File: src/rtl/seg7_scan_ctrl.sv
// Shared-decoder 7-seg scan: per-slot blank gap, frame-atomic load with one-cycle ack.
// Latency: pins are combinational decodes of registered state; no backpressure, load always accepted.
module seg7_scan_ctrl #(
  parameter int N_DIGITS     = 4,
  parameter int REFRESH_DIV  = 50000,
  parameter int BLANK_CYCLES = 500
) (
  input  logic                  clk,
  input  logic                  reset,
  input  logic                  load,
  input  logic [4*N_DIGITS-1:0] value,
  input  logic [N_DIGITS-1:0]   dp_in,
  input  logic [N_DIGITS-1:0]   digit_en,
  output logic                  load_ack,
  output logic [3:0]            dec_in,
  output logic                  dec_enable,
  output logic [N_DIGITS-1:0]   an_out,
  output logic                  dp_out
);

  localparam int CW = $clog2(REFRESH_DIV);
  localparam int DW = $clog2(N_DIGITS);
  localparam logic [CW-1:0] CNT_LAST   = CW'(REFRESH_DIV - 1);
  localparam logic [CW-1:0] BLANK_LAST = CW'(BLANK_CYCLES - 1);
  localparam logic [DW-1:0] DIG_LAST   = DW'(N_DIGITS - 1);

  typedef enum logic {BLANK = 1'b0, DRIVE = 1'b1} state_t;

  state_t                state;
  logic [CW-1:0]         cnt;
  logic [DW-1:0]         digit;
  logic [4*N_DIGITS-1:0] disp_val;
  logic [N_DIGITS-1:0]   disp_dp;
  logic [4*N_DIGITS-1:0] pend_val;
  logic [N_DIGITS-1:0]   pend_dp;
  logic                  pend_valid;

  logic slot_end;
  logic frame_end;

  assign slot_end  = (cnt == CNT_LAST);
  assign frame_end = slot_end && (digit == DIG_LAST);

  always_ff @(posedge clk) begin
    if (reset) begin
      state      <= BLANK;
      cnt        <= '0;
      digit      <= '0;
      disp_val   <= '0;
      disp_dp    <= '0;
      pend_val   <= '0;
      pend_dp    <= '0;
      pend_valid <= 1'b0;
      load_ack   <= 1'b0;
    end else begin
      cnt <= slot_end ? '0 : cnt + 1'b1;
      if (slot_end) begin
        digit <= (digit == DIG_LAST) ? '0 : digit + 1'b1;
      end

      case (state)
        BLANK:   if (cnt == BLANK_LAST) state <= DRIVE;
        DRIVE:   if (slot_end) state <= BLANK;
        default: state <= BLANK;
      endcase

      load_ack <= 1'b0;
      if (frame_end && pend_valid) begin
        disp_val   <= pend_val;
        disp_dp    <= pend_dp;
        pend_valid <= 1'b0;
        load_ack   <= 1'b1;
      end
      // A load on the boundary edge queues behind the data being applied now.
      if (load) begin
        pend_val   <= value;
        pend_dp    <= dp_in;
        pend_valid <= 1'b1;
      end
    end
  end

  logic [DW+1:0] nib_base;
  logic          show;

  always_comb begin
    nib_base   = {digit, 2'b00};
    show       = (state == DRIVE) && digit_en[digit];
    dec_in     = disp_val[nib_base +: 4];
    an_out     = '1;
    dp_out     = 1'b1;
    dec_enable = 1'b0;
    if (show) begin
      an_out[digit] = 1'b0;
      dp_out        = ~disp_dp[digit];
      dec_enable    = 1'b1;
    end
  end

endmodule

File: config.mk
export PLATFORM = sky130hd
export DESIGN_NAME = seg7_scan_ctrl
export DESIGN_NICKNAME = d
export VERILOG_FILES = /design/src/rtl/seg7_scan_ctrl.sv
export SDC_FILE = /design/constraint.sdc
export NUM_CORES = 1
export LEC_CHECK = 0
export BUFFER_PORTS_ARGS = -buffer_cell sky130_fd_sc_hd__buf_2
export CAP_MARGIN = 10
export CORE_MARGIN = 2
export CORE_UTILIZATION = 36
export CTS_CLUSTER_DIAMETER = 120
export DETAILED_ROUTE_END_ITERATION = 16
export MAX_ROUTING_LAYER = met4
export PLACE_DENSITY = 0.55
export SLEW_MARGIN = 20
export SYNTH_ARGS = -nofsm -noshare
export SYNTH_HDL_FRONTEND = slang
export SYNTH_SLANG_ARGS = --single-unit
File: constraint.sdc
create_clock -name clk -period 5.1 [get_ports clk]
set_input_delay 1.02 -clock clk [delete_from_list [all_inputs] [get_ports clk]]
set_output_delay 1.02 -clock clk [all_outputs]
set_load 0.005 [all_outputs]
==> impl_metrics.json, run 1 <==
{
  "cellLeakagePower_nw": 1.12,
  "worstMarginPinSlew_ns": 0.819,
  "series_of_cell_instances_along_the_critical_path": "mux4_2 > and2_1 > nand2_1 > buf_2",
  "vdd.ir_drop.worst_mv": 0.149,
  "clock_sink_count": 61,
  "power-per-cell-area_nw_per_um2": 333,
  "yosys-top-cells-area": "dfxtp_1, mux2i_1, nor2_1, mux4_2, nand3_1",
  "ioPinCount": 38,
  "die_height_um": 88.7,
  "cp_num_buf_inv": 1,
  "post_route_cells_drive_above_1_share_pct": 20.1,
  "cell_internal_pwr_mw": 0.785,
  "hold_class": "reg -> reg",
  "timing.final.setup_violations": 0,
  "power.net_switching_mw": 0.226,
  "gp_congestion": 0.743,
  "drv_cap": 0,
  "overflow": 0,
  "dieArea_sq_um": 7860,
  "path_class": "reg -> out",
  "synth-seq-area-share_pct": 47.3,
  "grt_antenna_before_repair": 0,
  "netSwitchingFraction_pct": 22.4,
  "std_cell_rows": 30,
  "finClkSkew_ns": 0.0126,
  "ys.warnings.count": 0,
  "slew_headroom_pct": 45.4,
  "firstDrtPassIters": 4,
  "route.detailed.vias_per_inst": 4.91,
  "cpPeakStageDelay_ns": 0.70,
  "outcome": "finished clean",
  "share_comb_of_total_power_pct": 4.0,
  "critical_path_depth": 4,
  "synth-edff-count": 0,
  "regToRegStartpoint": "cnt[0]$_SDFF_PP0_",
  "startpoint": "digit[0]$_SDFFE_PP0N_",
  "grt_usage_pct": 14.8,
  "maxClockFrequency_mhz": 330,
  "synth-async-reset-ratio_pct": 0,
  "setup_total_negative_slack_ns": 0,
  "final.hold.worst_slack_ns": 0.466,
  "post-route-util_pct": 44.2,
  "placement.io_buffers": 37,
  "floorplan.core_area_sq_um": 6870,
  "cp_max_fo": 11,
  "timing_hold_violations_final": 0,
  "area_growth_syn_to_layout_pct": 17.6,
  "finalInstanceArea_sq_um": 3030,
  "met3_layer_usage_reported_by_global_route_pct": 5.32,
  "timing.final.crit_period_ns": 3.03,
  "synth-seq-cells": 61,
  "syn_nets": 314,
  "global_route_layer_with_the_greatest_usage": "met2",
  "cpLargestDelayFamily": "flip-flops",
  "synth_area_leader_cell": "dfxtp_1",
  "endpoint": "an_out[2]",
  "reg2reg_depth": 5,
  "drt-initial-drc-count": 95,
  "pin_count_of_the_biggest_net_entering_global_routing": 47,
  "worst-r2r-setup-slack_ns": 2.57,
  "finalNonFillerCells": 410,
  "num_antenna_cells": 0,
  "clock_tree.root_cell": "clkbuf_8",
  "clk_path_buf_depth": 2,
  "cts_resized": 0,
  "power_frac_clock_pct": 47.0,
  "grt_pass1_wl_um": 8600,
  "cts.reportedPaths.clkPinSlew_ns": 0.07,
  "groute.layer.met2.usage_pct": 21.8,
  "timing.final.crit_share_pct": 59.4,
  "timing.critical_path.arrival_ns": 2.01,
  "crit_slowest_cell": "dfxtp_1",
  "worst_slack_ns": 2.07,
  "wire_per_inst_um": 13.0,
  "dieWidth_um": 88.7,
  "post_synth_inst_count": 282,
  "timing.critical_path.required_ns": 4.08,
  "yosys_most_used_dff": "dfxtp_1",
  "globalRouteMet1Util_pct": 18.9,
  "nNetsFinal": 341,
  "endpoint_kind_of_the_worst_setup_timing_path": "output pin",
  "avgSynthCellArea_sq_um": 9.15,
  "initial_utilization_pct": 37.6,
  "hpwlAfterDp_um": 3390,
  "postCtsHoldBufs": 0,
  "fillers": 714,
  "final_antenna_net_count": 0,
  "cts_made_buffers": 9,
  "critical_path.reg2reg.endpoint": "state$_SDFF_PP0_",
  "first_global_vias": 1799,
  "mappedNetlistArea_sq_um": 2580,
  "tritoncts": "yes",
  "kind_of_start_point_of_the_critical_path": "register",
  "dp.cells": 394,
  "power.sequential.fraction_pct": 49.0,
  "placed_area_sq_um": 2810,
  "dp_worst_setup_slack_ns": 2.10,
  "grt_setup_unrepaired": "no",
  "layout_commonest_cell": "dfxtp_1",
  "htreeDepth": 3,
  "remaining_drc_errors": 0,
  "total_power_after_layout_mw": 1.01,
  "clkLatencyLatePin_ns": 0.34,
  "cts_setup_buffers": 0,
  "mostFrequentLayoutCells": "dfxtp_1, nor2_1, buf_2",
  "final_max_slew_viols": 0,
  "vias_after_detailed_routing": 2015,
  "totalWireLength_um": 5320,
  "ys_types": 29,
  "synth_top_area_share_pct": 47.3
}
cell usage after synthesis, types with 3 or more instances:
master / instances
nand3_1: 25
buf_2: 3
nor2_1: 41
dfxtp_1: 61
o21ai_0: 20
nand4_1: 4
a21oi_1: 22
mux2i_1: 20
mux4_2: 6
nor4_1: 5
xnor2_1: 13
inv_1: 8
clkbuf_1: 14
buf_1: 4
nor3_1: 5
ha_1: 5
nand2_1: 12
routing by layer:
layer  vias to the layer above  wire [um]
li1                       1027          -
met3                         5        209
met5                         -          0
met1                       949       2530
met4                         0         53
met2                        34       2520
area by class of cell:
class	count	area, sq um	share of cell area, %
inverter	8	30.0	0.990
clock inverter	7	98.8	3.26
sequential	61	1220	40.2
tap	96	120	3.96
timing repair buffer	38	193	6.35
clock buffer	9	124	4.08
multi-input combinational	191	1250	41.1
how the worst min path moves through the flow:
stage	end	startpoint	cells after the start
5_1_grt	cnt[0]$_SDFF_PP0_	cnt[0]$_SDFF_PP0_	1
6_report	cnt[0]$_SDFF_PP0_	cnt[0]$_SDFF_PP0_	1
3_5_place_dp	cnt[0]$_SDFF_PP0_	cnt[0]$_SDFF_PP0_	1
2_1_floorplan	cnt[0]$_SDFF_PP0_	cnt[0]$_SDFF_PP0_	1
3_3_place_gp	cnt[0]$_SDFF_PP0_	cnt[0]$_SDFF_PP0_	1
4_1_cts	cnt[0]$_SDFF_PP0_	cnt[0]$_SDFF_PP0_	1
registers in the layout, indices dropped and copies added, names as in the netlist:
register	count
digit	2
pend_valid	1
state	1
cnt	16
pend_dp	4
load_ack	1
disp_dp	4
pend_val	16
disp_val	16
logic make-up after synthesis:
group | Yosys count | share of synthesized area (%)
DFF | 61 | 47.3
muxes | 26 | 13.0
xor gates and xnor gates | 14 | 4.75
buffers and inverters | 30 | 4.66
AOI/OAI and AO/OA | 44 | 8.73
and+or+nand+nor | 102 | 19.1
adders and majority gates | 5 | 2.42
power by group through the flow:
| stage | Combinational, mW | Sequential (mW) | Clock (mW) |
|---|---|---|---|
| finish | 0.0408 | 0.495 | 0.475 |
| global route | 0.0467 | 0.497 | 0.511 |
| CTS | 0.0420 | 0.495 | 0.486 |
| detailed placement | 0.0419 | 0.506 | 0 |
| global placement | 0.0407 | 0.506 | 0 |
| floorplan | 0.0289 | 0.504 | 0 |
No activity file was read; power rests on OpenSTA's default activity.
==> run 2: changes to the inputs <==
--- a/config.mk
+++ b/config.mk
@@ -5,6 +5,7 @@
 export SDC_FILE = /design/constraint.sdc
 export NUM_CORES = 1
 export LEC_CHECK = 0
+export ABC_AREA = 1
 export BUFFER_PORTS_ARGS = -buffer_cell sky130_fd_sc_hd__buf_2
 export CAP_MARGIN = 10
 export CORE_MARGIN = 2
@@ -12,7 +13,7 @@
 export CTS_CLUSTER_DIAMETER = 120
 export DETAILED_ROUTE_END_ITERATION = 16
 export MAX_ROUTING_LAYER = met4
-export PLACE_DENSITY = 0.55
+export PLACE_DENSITY = 0.54
 export SLEW_MARGIN = 20
 export SYNTH_ARGS = -nofsm -noshare
 export SYNTH_HDL_FRONTEND = slang
==> constraint.sdc (replaced) <==
create_clock -name clk -period 3 [get_ports clk]
set_input_delay 0.6 -clock clk [delete_from_list [all_inputs] [get_ports clk]]
set_output_delay 0.6 -clock clk [all_outputs]
set_load 0.005 [all_outputs]
==> run 2 against run 1 <==
- cell count increased by 29%
- clock-buffer cell count increased by 2
- global-route usage increased by 1.2 points
- utilization decreased by 0.78 points
- area after synthesis increased by 5.3%
- combinational power increased by 71%
- largest power group unchanged
==> impl_metrics.json, run 2 <==
{
  "overflow": 0,
  "syn_nets": 423,
  "yosysMostFrequentCell": "nor2_1",
  "clock_sink_count": 61,
  "holdCritStartpoint": "cnt[0]$_SDFF_PP0_",
  "regToRegStartpoint": "cnt[0]$_SDFF_PP0_",
  "vdd.ir_drop.worst_mv": 0.277,
  "post_route_cells_drive_above_1_share_pct": 15.3,
  "gp_congestion": 0.806,
  "xor_xnor_share_of_the_synthesized_area_pct": 2.90,
  "timing.final.setup_violations": 0,
  "grt_setup_unrepaired": "no",
  "ys.warnings.count": 0,
  "firstDrtPassIters": 4,
  "clk_path_buf_depth": 2,
  "synth-edff-count": 0,
  "cts_resized": 0,
  "drv_cap": 0,
  "vias_after_detailed_routing": 2340,
  "path_class": "reg -> out",
  "drt-initial-drc-count": 108,
  "ioPinCount": 38,
  "layout_commonest_cell": "nor2_1",
  "setup_total_negative_slack_ns": 0,
  "kind_of_start_point_of_the_critical_path": "register",
  "area_growth_syn_to_layout_pct": 16.4,
  "synth_adder_area_share_pct": 2.30,
  "cts_setup_buffers": 0,
  "timing.final.crit_share_pct": 86.8,
  "dp_worst_setup_slack_ns": 0.772,
  "endpoint_kind_of_the_worst_setup_timing_path": "output pin",
  "yosys-top-cells-area": "dfxtp_1, nor2_1, nand2_1, o21ai_0, inv_1",
  "timing.final.crit_period_ns": 2.60,
  "grt_antenna_before_repair": 0,
  "dominant_combinational_cell_family_by_area_after_synthesis": "simple AND/OR/NAND/NOR gates",
  "totalWireLength_um": 5970,
  "most_frequent_cells_after_synthesis": "nor2_1, nand2_1, dfxtp_1",
  "cellLeakagePower_nw": 1.49,
  "pin_count_of_the_biggest_net_entering_global_routing": 31,
  "initial_utilization_pct": 37.3,
  "ys_types": 26,
  "dieWidth_um": 90.9,
  "power_frac_clock_pct": 45.8,
  "grt_usage_pct": 15.9,
  "timing_hold_violations_final": 0,
  "synth_top_area_share_pct": 44.9,
  "first_global_vias": 2206,
  "synth_compound_area_share_pct": 10.0,
  "synthMuxAreaShare_pct": 0,
  "synth-async-reset-ratio_pct": 0,
  "yosys_most_used_dff": "dfxtp_1",
  "cts.reportedPaths.clkPinSlew_ns": 0.07,
  "synth_area_leader_cell": "dfxtp_1",
  "hold_class": "reg -> reg",
  "cell_internal_pwr_mw": 1.32,
  "maxClockFrequency_mhz": 384,
  "timing.critical_path.arrival_ns": 2.00,
  "avgSynthCellArea_sq_um": 6.95,
  "std_cell_rows": 31,
  "dieArea_sq_um": 8260,
  "num_antenna_cells": 0,
  "worstMarginPinSlew_ns": 0.684,
  "tritoncts": "yes",
  "timing.critical_path.required_ns": 2.40,
  "synth-seq-cells": 61,
  "finClkSkew_ns": 0.00682,
  "wire_per_inst_um": 11.3,
  "cp_max_fo": 18,
  "synth_simple_gate_area_share_pct": 31.2,
  "hpwlAfterDp_um": 4140,
  "power-per-cell-area_nw_per_um2": 534,
  "mostFrequentLayoutCells": "nor2_1, nand2_1, dfxtp_1",
  "power.net_switching_mw": 0.365,
  "final_max_slew_viols": 0,
  "final_antenna_net_count": 0,
  "post_synth_inst_count": 391,
  "die_height_um": 90.9,
  "biggestRegsByFlops": "cnt (16), disp_val (16), pend_val (16)",
  "mappedNetlistArea_sq_um": 2720,
  "netSwitchingFraction_pct": 21.6,
  "placement.io_buffers": 37,
  "grt_pass1_wl_um": 10200,
  "route.detailed.vias_per_inst": 4.42,
  "worst_slack_ns": 0.397,
  "remaining_drc_errors": 0,
  "clkLatencyLatePin_ns": 0.34,
  "startpoint": "digit[0]$_SDFFE_PP0N_",
  "clock_tree.root_cell": "clkbuf_8",
  "power.sequential.fraction_pct": 50.0,
  "outcome": "finished clean",
  "synth-seq-area-share_pct": 44.9,
  "floorplan.core_area_sq_um": 7290,
  "postCtsHoldBufs": 0,
  "slew_headroom_pct": 54.4,
  "cts_made_buffers": 9,
  "share_comb_of_total_power_pct": 4.1,
  "htreeDepth": 3,
  "nNetsFinal": 457
}
run 2: cell count changes in the layout (fill, tap and decap cells not counted), sizes merged, moves of 6 or more:
cell / before / now
inv: 9 / 40
mux2i: 20 / 0
mux4: 6 / 0
nand2: 12 / 77
nand3: 25 / 7
nor2: 41 / 112
o21ai: 20 / 31
xnor2: 13 / 3
run 2: power by group through the flow:
stage	clock [mW]	combinational [mW]	sequential (mW)
2_1_floorplan	0	0.0434	0.860
3_3_place_gp	0	0.0702	0.862
3_5_place_dp	0	0.0713	0.863
4_1_cts	0.802	0.0715	0.845
5_1_grt	0.833	0.0815	0.847
6_report	0.775	0.0699	0.845
run 2: routing by layer:
metal	GRT usage, %	vias up	wire [um]
met5	-	-	0
met4	6.06	0	124
met3	4.34	14	190
met2	25.9	34	2820
met1	18.9	1023	2830
li1	-	1269	-
run 2: area by class of cell:
| class | instances | area (sq um) |
|---|---|---|
| well taps | 99 | 124 |
| repair buffers | 39 | 200 |
| inverters | 40 | 150 |
| clock inverters | 5 | 75.1 |
| clock buffers | 11 | 131 |
| multi-input cells | 274 | 1260 |
| flip-flops and latches | 61 | 1220 |
| fillers | 820 | 4130 |
run 2: final timing paths:
kind / slack [ns] / endpoint / cells after the start
max reg2reg: 1.11 / disp_val[2]$_SDFFE_PP0P_ / 7
min reg2reg: 0.45 / cnt[0]$_SDFF_PP0_ / 1
max: 0.40 / an_out[2] / 5
min: 0.45 / cnt[0]$_SDFF_PP0_ / 1
run 2: cells by family after synthesis:
group                      after synthesis
and+or+nand+nor                        206
DFF                                     61
buffers and inverters                   56
AOI/OAI and AO/OA                       54
xor gates and xnor gates                 9
adders and majority gates                5
run 2: per-stage QoR:
| step | hold slack, ns | instances | area, sq um | utilization (%) | power [mW] |
|---|---|---|---|---|---|
| 3_5_place_dp | 0.437 | 513 | 2960 | 40.6 | 0.934 |
| 3_3_place_gp | 0.432 | 513 | 2960 | 40.6 | 0.932 |
| 2_1_floorplan | 0.418 | 391 | 2720 | - | 0.903 |
| 4_1_cts | 0.453 | 529 | 3160 | 43.4 | 1.72 |
| 6_report | 0.449 | 529 | 3160 | 43.4 | 1.69 |
| 5_1_grt | 0.468 | 529 | 3160 | 43.4 | 1.76 |
run 2: critical path: stages (launching register included):
cell	delay [ns]
dfxtp_1	0.44
inv_1	0.41
o21ai_0	0.16
a21oi_1	0.42
nand2_1	0.10
buf_2	0.14
==> run 3: changes to the inputs <==
==> constraint.sdc (replaced) <==
create_clock -name clk -period 3 [get_ports clk]
set_input_delay 0.6 -clock clk [delete_from_list [all_inputs] [get_ports clk]]
set_output_delay 0.6 -clock clk [all_outputs]
set_load 0.01 [all_outputs]
==> run 3 against run 2 <==
- clock-buffer cell count unchanged
- register-to-register slack lost 0.03 ns
- via count up 0.38%
- setup slack worse by 0.0078 ns
- maximum frequency down 0.30%
- non-clock buffer count is the same
- cell count is 0.19% lower
==> impl_metrics.json, run 3 (synthesis gave the netlist of run 2 again) <==
{
  "cpPeakStageDelay_ns": 0.44,
  "finalNonFillerCells": 528,
  "grt_antenna_before_repair": 0,
  "grt_setup_unrepaired": "no",
  "initial_utilization_pct": 37.3,
  "hold_class": "reg -> reg",
  "area_growth_syn_to_layout_pct": 16.7,
  "nNetsFinal": 457,
  "dp_worst_setup_slack_ns": 0.753,
  "kind_of_start_point_of_the_critical_path": "register",
  "cts.reportedPaths.clkPinSlew_ns": 0.07,
  "cp_max_fo": 18,
  "postCtsHoldBufs": 0,
  "timing.critical_path.required_ns": 2.40,
  "timing.critical_path.arrival_ns": 2.01,
  "dieArea_sq_um": 8260,
  "totalWireLength_um": 5880,
  "endpoint_kind_of_the_worst_setup_timing_path": "output pin",
  "gp_congestion": 0.804,
  "overflow": 0,
  "timing_hold_violations_final": 0,
  "fillers": 801,
  "maxClockFrequency_mhz": 383,
  "hpwlAfterDp_um": 4050,
  "cp_num_buf_inv": 2,
  "path_class": "reg -> out",
  "grt_usage_pct": 16.0,
  "mostFrequentLayoutCells": "nor2_1, nand2_1, dfxtp_1",
  "outcome": "finished clean",
  "vias_after_detailed_routing": 2349,
  "firstDrtPassIters": 4,
  "cts_resized": 0,
  "timing.final.crit_period_ns": 2.61,
  "placement.io_buffers": 37,
  "timing.final.crit_share_pct": 87.0,
  "dp.cells": 513,
  "clock_sink_count": 61,
  "total_power_after_layout_mw": 1.71,
  "floorplan.core_area_sq_um": 7290,
  "power-per-cell-area_nw_per_um2": 540,
  "clkLatencyLatePin_ns": 0.33,
  "ioPinCount": 38,
  "biggestRegsByFlops": "cnt (16), disp_val (16), pend_val (16)",
  "drv_cap": 0,
  "vdd.ir_drop.worst_mv": 0.330,
  "grt_pass1_wl_um": 10200,
  "post-route-util_pct": 43.5,
  "drt-initial-drc-count": 84,
  "seq_area_sq_um": 1220,
  "htreeDepth": 3,
  "die_height_um": 90.9,
  "worstMarginPinSlew_ns": 0.679,
  "wire_per_inst_um": 11.1,
  "worst_slack_ns": 0.389,
  "slew_headroom_pct": 54.7,
  "setup_total_negative_slack_ns": 0,
  "cpLargestDelayFamily": "buffers and inverters",
  "clock_tree.root_cell": "clkbuf_8",
  "cts_setup_buffers": 0,
  "remaining_drc_errors": 0,
  "tritoncts": "yes",
  "std_cell_rows": 31,
  "clk_path_buf_depth": 2,
  "post_route_cells_drive_above_1_share_pct": 15.4,
  "first_global_vias": 2194,
  "crit_slowest_cell": "dfxtp_1",
  "timing.final.setup_violations": 0,
  "cts_made_buffers": 9,
  "final_max_slew_viols": 0,
  "dieWidth_um": 90.9,
  "cellLeakagePower_nw": 1.49,
  "area_of_the_multi_input_gates_sq_um": 1260,
  "route.detailed.vias_per_inst": 4.45,
  "series_of_cell_instances_along_the_critical_path": "inv_1 > o21ai_0 > a21oi_1 > nand2_1 > buf_2",
  "pin_count_of_the_biggest_net_entering_global_routing": 31,
  "final_antenna_net_count": 0,
  "finClkSkew_ns": 0.00604,
  "layout_commonest_cell": "nor2_1",
  "num_antenna_cells": 0
}
[run 3: cell types whose count changed in the layout (fill, tap and decap cells not counted)]
cell,change
clkinv_2,-2
clkbuf_1,-1
clkbuf_8,+1
clkinvlp_4,+1
[run 3: final timing paths]
check	start	end	slack, ns	cells after the start
min reg2reg	cnt[0]$_SDFF_PP0_	cnt[0]$_SDFF_PP0_	0.45	1
max	digit[0]$_SDFFE_PP0N_	an_out[0]	0.39	5
max reg2reg	cnt[0]$_SDFF_PP0_	disp_val[2]$_SDFFE_PP0P_	1.08	7
min	cnt[0]$_SDFF_PP0_	cnt[0]$_SDFF_PP0_	0.45	1
[run 3: worst reg2reg max path, delay by kind of cell (launching register included)]
family,cells,cell delay [ns]
adder cells (fa/ha/maj),1,0.23
buffers and inverters,1,0.36
flip-flops,1,0.35
AND/OR/NAND/NOR,5,0.85
[run 3: cell type report]
class                           instances  share of cell area, %
Multi-Input combinational cell        274                   39.8
Sequential cell                        61                   38.5
Timing Repair Buffer                   39                   6.31
Inverter                               40                   4.73
Clock buffer                           11                   4.46
Tap cell                               99                   3.91
Clock inverter                          4                   2.29
[run 3: where the power goes]
| part | internal, mW | switching (mW) | leakage [nW] |
|---|---|---|---|
| clock network | 0.485 | 0.314 | 0.105 |
| registers | 0.833 | 0.0118 | 0.497 |
| logic | 0.0281 | 0.0417 | 0.887 |
[run 3: stage by stage]
step                area [sq um]  hold slack, ns
floorplan                   2720           0.418
global placement            2960           0.431
detailed placement          2960           0.436
CTS                         3170           0.452
global route                3170           0.465
finish                      3170           0.448
[run 3: per-layer routing]
metal | vias up | routed length (um) | track usage, %
li1 | 1267 | - | -
met4 | 0 | 80 | 4.92
met3 | 6 | 275 | 6.34
met5 | - | 0 | -
met1 | 1032 | 2790 | 19.2
met2 | 44 | 2730 | 24.8
